===== src/rtl/hqm_system_rf_fifo_ctl_4x21_pkg.sv =====
// Shared constants and types for the 4x21 RF-backed FIFO controller.
package hqm_system_rf_fifo_pkg;

    localparam int DEPTH      = 4;
    localparam int DWIDTH     = 21;
    localparam int AW         = $clog2(DEPTH);
    localparam int OBUF_DEPTH = 2;

    // Entry count wide enough for RF + in-flight read + obuf (0..6).
    typedef logic [2:0] cnt_t;

endpackage


===== src/rtl/hqm_system_rf_fifo_ctl_4x21_obuf.sv =====
// Two-entry output prefetch buffer; absorbs RF read data so the FIFO
// can pop every cycle despite the RF's one-cycle read latency.
module hqm_system_rf_fifo_obuf
    import hqm_system_rf_fifo_pkg::*;
(
    input  logic              clk,
    input  logic              rst_n,
    input  logic              wr_en,
    input  logic [DWIDTH-1:0] wr_data,
    input  logic              rd_en,
    output logic              rd_valid,
    output logic [DWIDTH-1:0] rd_data,
    output logic [1:0]        cnt
);

    logic [DWIDTH-1:0] buf_q [OBUF_DEPTH];
    logic              wr_ptr;
    logic              rd_ptr;
    logic [1:0]        cnt_q;
    logic              rd_fire;

    assign rd_fire  = rd_en & rd_valid;
    assign rd_valid = (cnt_q != 2'd0);
    assign rd_data  = buf_q[rd_ptr];
    assign cnt      = cnt_q;

    // Storage, pointers and occupancy; write and read in one cycle both apply.
    always_ff @(posedge clk) begin
        if (!rst_n) begin
            buf_q[0] <= '0;
            buf_q[1] <= '0;
            wr_ptr   <= 1'b0;
            rd_ptr   <= 1'b0;
            cnt_q    <= 2'd0;
        end else begin
            if (wr_en) begin
                buf_q[wr_ptr] <= wr_data;
                wr_ptr        <= ~wr_ptr;
            end
            if (rd_fire) begin
                rd_ptr <= ~rd_ptr;
            end
            cnt_q <= cnt_q + 2'(wr_en) - 2'(rd_fire);
        end
    end

endmodule


===== src/rtl/hqm_system_rf_fifo_ctl_4x21.sv =====
// Valid/ready FIFO controller driving the 4x21 power-gated RF macro.
// Entries live in the RF; a 2-entry prefetch buffer hides read latency.
module hqm_system_rf_fifo_ctl_4x21
    import hqm_system_rf_fifo_pkg::*;
(
    input  logic              clk,
    input  logic              rst_n,
    input  logic              push_valid,
    output logic              push_ready,
    input  logic [DWIDTH-1:0] push_data,
    output logic              pop_valid,
    input  logic              pop_ready,
    output logic [DWIDTH-1:0] pop_data,
    output logic              mem_we,
    output logic [AW-1:0]     mem_waddr,
    output logic [DWIDTH-1:0] mem_wdata,
    output logic              mem_re,
    output logic [AW-1:0]     mem_raddr,
    input  logic [DWIDTH-1:0] mem_rdata,
    input  logic              mem_pwr_ok,
    output logic [2:0]        fifo_cnt,
    output logic              idle,
    output logic              err_pwr_loss
);

    logic [AW-1:0] wptr;
    logic [AW-1:0] rptr;
    cnt_t          rf_cnt;
    logic          rd_inflight;
    logic          run;
    logic          err_q;
    logic [1:0]    obuf_cnt;
    cnt_t          obuf_occ;
    logic          push_fire;
    logic          pop_fire;
    logic          read_issue;
    logic          pwr_drop;

    // push_ready uses only registered state (run, rf_cnt) plus the
    // already-synchronous power flag; run keeps it low right after reset.
    assign push_ready = run & mem_pwr_ok & (rf_cnt < cnt_t'(DEPTH));
    assign push_fire  = push_valid & push_ready;
    assign pop_fire   = pop_valid & pop_ready;

    // Slots already spoken for in the obuf; a pop this cycle frees one.
    assign obuf_occ   = cnt_t'(obuf_cnt) + cnt_t'(rd_inflight);
    assign read_issue = mem_pwr_ok & (rf_cnt != '0) &
                        (obuf_occ < (cnt_t'(2) + cnt_t'(pop_fire)));

    // Losing power with live RF data drops those entries.
    assign pwr_drop = ~mem_pwr_ok & (rf_cnt != '0);

    assign mem_we    = push_fire;
    assign mem_waddr = wptr;
    assign mem_wdata = push_data;
    assign mem_re    = read_issue;
    assign mem_raddr = rptr;

    assign fifo_cnt     = rf_cnt + cnt_t'(rd_inflight) + cnt_t'(obuf_cnt);
    assign idle         = (rf_cnt == '0) & ~rd_inflight;
    assign err_pwr_loss = err_q;

    // RF pointers, occupancy, read-in-flight flag and sticky power error.
    always_ff @(posedge clk) begin
        if (!rst_n) begin
            wptr        <= '0;
            rptr        <= '0;
            rf_cnt      <= '0;
            rd_inflight <= 1'b0;
            run         <= 1'b0;
            err_q       <= 1'b0;
        end else begin
            run         <= 1'b1;
            rd_inflight <= read_issue;
            if (pwr_drop) begin
                wptr   <= '0;
                rptr   <= '0;
                rf_cnt <= '0;
                err_q  <= 1'b1;
            end else begin
                if (push_fire) begin
                    wptr <= wptr + AW'(1);
                end
                if (read_issue) begin
                    rptr <= rptr + AW'(1);
                end
                rf_cnt <= rf_cnt + cnt_t'(push_fire) - cnt_t'(read_issue);
            end
        end
    end

    hqm_system_rf_fifo_obuf u_obuf (
        .clk      (clk),
        .rst_n    (rst_n),
        .wr_en    (rd_inflight),
        .wr_data  (mem_rdata),
        .rd_en    (pop_ready),
        .rd_valid (pop_valid),
        .rd_data  (pop_data),
        .cnt      (obuf_cnt)
    );

endmodule

===== config.mk =====
export PLATFORM = sky130hd
export DESIGN_NAME = hqm_system_rf_fifo_ctl_4x21
export DESIGN_NICKNAME = d
export VERILOG_FILES = /design/src/rtl/hqm_system_rf_fifo_ctl_4x21_pkg.sv /design/src/rtl/hqm_system_rf_fifo_ctl_4x21_obuf.sv /design/src/rtl/hqm_system_rf_fifo_ctl_4x21.sv
export SDC_FILE = /design/constraint.sdc
export NUM_CORES = 1
export LEC_CHECK = 0
export CAP_MARGIN = 20
export CORE_AREA = 5 5 121 77
export DETAILED_ROUTE_END_ITERATION = 7
export DIE_AREA = 0 0 126 82
export DONT_BUFFER_PORTS = 1
export PLACE_DENSITY = 0.58
export SLEW_MARGIN = 20
export SYNTH_ARGS = -nofsm -noshare
export SYNTH_HDL_FRONTEND = slang
export SYNTH_SLANG_ARGS = --single-unit
export TNS_END_PERCENT = 10

===== constraint.sdc =====
create_clock -name clk -period 2.35 [get_ports clk]
set_input_delay 0.47 -clock clk [delete_from_list [all_inputs] [get_ports clk]]
set_output_delay 0.47 -clock clk [all_outputs]
set_load 0.02 [all_outputs]

==> flow_summary.json <==
{
  "antenna_found_initial": 0,
  "p_total_mw": 3.71,
  "vias_per_cell": 4.35,
  "crit_required_ns": 2.55,
  "cts_max_level": 3,
  "yosysUniqueCellTypes": 29,
  "detail-route-antenna-nets": 0,
  "path_class": "reg -> reg",
  "dp_hpwl_um": 3660,
  "synth_edf_count": 42,
  "reg2regPathDepth": 11,
  "max_clock_freq_mhz": 435,
  "worst_pin_slew_ns": 0.384,
  "dieArea_um2": 10300,
  "yosysSeqAreaShare": 0.571,
  "nets": 268,
  "overflow": 0,
  "min_period_ns": 2.30,
  "dpl_cell_area_um2": 2790,
  "dr.max_layer_used": "met4",
  "row_count": 26,
  "syn-cell-area_um2": 2730,
  "powerDensity_nw_per_um2": 1180,
  "pre_cts_ws_ns": 0.0325,
  "hp-start": "rst_n",
  "grt_max_degree": 22,
  "cts_setup_buffers": 0,
  "track_usage": 0.114,
  "yosysMostFrequentCell": "and2_1",
  "syn_to_final_growth_pct": 15.1,
  "ys_top_cells_by_area": "edfxtp_1 46%, and2_1 11%, dfxtp_1 11%",
  "cap_violations": 0,
  "fillCellCount": 796,
  "cts_buffers": 9,
  "end_kind": "flip-flop",
  "synth_cells": 216,
  "path_clk_slew_ns": 0.05,
  "crit_arrival_ns": 2.50,
  "vias": 1432,
  "port_buffers": 0,
  "setup_ws_ns": 0.0494,
  "drive_above_1_share": 0.300,
  "holdBufCountCts": 0,
  "drt-total-wl_um": 5300,
  "first_iter_violations": 92,
  "synth-async-reset-ratio": 0,
  "boundaryPins": 102,
  "worstHoldPathCells": 0,
  "drt_pass1_iterations": 4,
  "synth_top_area_cell": "edfxtp_1",
  "power_leakage_nw": 1.24,
  "syn-num-nets": 272,
  "grt_pass1_vias": 1523,
  "met3_length_um": 595,
  "core_um2": 8200,
  "relSlewSlack": 0.743,
  "setup_viol": 0,
  "met2_length_um": 2220,
  "vdd_drop_max_uv": 493,
  "yosys_warnings": 0,
  "start_util": 0.333,
  "synth_top_area_frac": 0.461,
  "ys_ff_latch": 57,
  "r2r_setup_slack_ns": 0.05,
  "synthFlopType": "edfxtp_1",
  "grt_pass1_wl_um": 8450,
  "die_height_um": 82,
  "finalCritPeriodShare": 0.979,
  "final_area_um2": 3150,
  "drt-met1-wl_um": 2340,
  "rsz0062_at_grt": "yes",
  "skew_ns": 0.00639,
  "chipWidth_um": 126,
  "cp_max_fo": 2,
  "avgSynthCellArea_um2": 12.7,
  "whs_ns": 0.175,
  "r2r_start": "u_obuf.cnt[0]",
  "drc": 0,
  "finalHoldViolCount": 0,
  "cts_buffer_depth": 2,
  "timing.rr.end": "rf_cnt[2]",
  "status": "finished, final reports clean",
  "tritoncts": "done",
  "hp-class": "in -> reg",
  "min_to": "run",
  "insertion_delay_ns": 0.32,
  "cts-root-buf": "clkbuf_16",
  "cts_num_sinks": 57,
  "gp_congestion": 0.763,
  "antenna_cells": 0,
  "synthTopCellsByCount": "50 x and2_1, 42 x edfxtp_1, 21 x buf_4, 21 x mux2_2, 15 x dfxtp_1",
  "report.final.slew_viol_count": 0,
  "critPathLaunchType": "flip-flop",
  "avgRoutedWirePerCell_um": 16.1
}
==> cells by family (layout without fill, tap and decap cells) <==
| logic type | after synthesis | after routing | share of synthesized area |
|---|---|---|---|
| and+or+nand+nor | 73 | 73 | 0.160 |
| DFF | 57 | 57 | 0.571 |
| buffers and inverters | 38 | 39 | 0.0819 |
| muxes | 21 | 21 | 0.0865 |
| adders and majority gates | 9 | 9 | 0.0494 |
| AOI/OAI and AO/OA | 9 | 9 | 0.0220 |
| xor gates and xnor gates | 9 | 9 | 0.0288 |
==> worst max path at each step <==
stage	cells after the start	endpoint	startpoint	slack, ns
after floorplan	12	rf_cnt[2]	rd_inflight	-0.09
after detailed placement	11	rf_cnt[2]	rd_inflight	0.03
after CTS	11	rf_cnt[2]	rd_inflight	0.02
final	11	rf_cnt[2]	u_obuf.cnt[0]	0.05
after global routing	11	rf_cnt[2]	rd_inflight	-0.006
after global placement	11	rf_cnt[2]	rd_inflight	0.06
==> routing by layer <==
layer  global-route usage  up-vias
li1                     -      694
met1                0.131      659
met2                0.156       55
met3               0.0682       24
met4               0.0792        0
met5                    0        -
==> layout make-up <==
class	count	area (um2)	share of cell area
Clock buffer	12	236	0.0751
Clock inverter	4	45.0	0.0143
Inverter	10	37.5	0.0119
Multi-Input combinational cell	121	1020	0.325
Sequential cell	57	1560	0.497
Tap cell	112	140	0.0445
Timing Repair Buffer	13	101	0.0322
==> repair_timing <==
| item | 4_1_cts | 5_1_grt |
|---|---|---|
| gates resized for setup | 1 | 14 |
| pin swaps | 0 | 8 |
| endpoints found under the setup margin | 1 | 3 |
==> sequential cells by signal (all words and copies together) (netlist names), named ones only <==
| signal | count |
|---|---|
| u_obuf.buf_q | 42 |
| run | 1 |
| rf_cnt | 3 |
| mem_raddr | 2 |
| err_pwr_loss | 1 |
| rd_inflight | 1 |
| u_obuf.rd_ptr | 1 |
| u_obuf.wr_ptr | 1 |
| u_obuf.cnt | 2 |
| mem_waddr | 2 |
==> per-stage QoR <==
| step | setup TNS (ns) | util | cells |
|---|---|---|---|
| 3_3_place_gp | 0 | 0.341 | 313 |
| 4_1_cts | 0 | 0.376 | 329 |
| 5_1_grt | -0.00641 | 0.384 | 329 |
| 3_5_place_dp | 0 | 0.341 | 313 |
| 6_report | 0 | 0.384 | 329 |
| 2_1_floorplan | -0.0889 | - | 216 |
==> worst max-delay path: stages (launching register included) <==
cell and delay (ns):
dfxtp_1 0.33, ha_4 0.16, ha_1 0.26, o21a_1 0.17, nor2_4 0.05, ha_4 0.25, inv_1 0.04, ha_2 0.17
fa_2 0.40, xnor2_2 0.17, xnor2_1 0.13, nor2_1 0.05
==> cells in the final DEF, fill, tap and decap left out <==
| master | netlist | layout |
|---|---|---|
| bufinv_16 | 0 | 1 |
| ha_4 | 0 | 2 |
| nor3_2 | 1 | 1 |
| clkinv_2 | 0 | 3 |
| nand2b_1 | 1 | 1 |
| edfxtp_1 | 42 | 42 |
| or3_1 | 1 | 1 |
| a21oi_1 | 1 | 1 |
| or3_4 | 1 | 1 |
| buf_4 | 21 | 12 |
| o21ai_2 | 2 | 3 |
| and2b_1 | 1 | 1 |
| dfxtp_2 | 0 | 1 |
| or4_1 | 1 | 1 |
| clkbuf_16 | 0 | 9 |
| xnor2_2 | 0 | 1 |
| buf_6 | 0 | 1 |
| o21ai_1 | 1 | 1 |
| nor2_4 | 0 | 1 |
| nand2_1 | 5 | 4 |
| inv_2 | 0 | 1 |
| nor2_1 | 8 | 7 |
| or2_2 | 1 | 1 |
| mux2_2 | 21 | 21 |
| fa_2 | 0 | 3 |
| clkbuf_1 | 5 | 3 |
| and4b_1 | 1 | 1 |
| xor2_1 | 3 | 2 |
| nand2_2 | 0 | 1 |
| o21ai_0 | 2 | 1 |
| xnor2_1 | 6 | 5 |
| and2_1 | 50 | 50 |
| o21a_1 | 3 | 3 |
| xor2_4 | 0 | 1 |
| ha_1 | 6 | 3 |
| inv_1 | 10 | 9 |
| nand3_1 | 1 | 1 |
| dfxtp_1 | 15 | 14 |
| and3_1 | 1 | 1 |
| ha_2 | 0 | 1 |
==> where the power goes <==
group / total, mW / switching (mW) / internal, mW / leakage, nW
Combinational: 1.17 / 0.688 / 0.479 / 0.538
Clock: 1.21 / 0.401 / 0.812 / 0.140
Sequential: 1.33 / 0.0923 / 1.24 / 0.559
Total: 3.71 / 1.18 / 2.53 / 1.24
(Power assumes the default switching activity.)
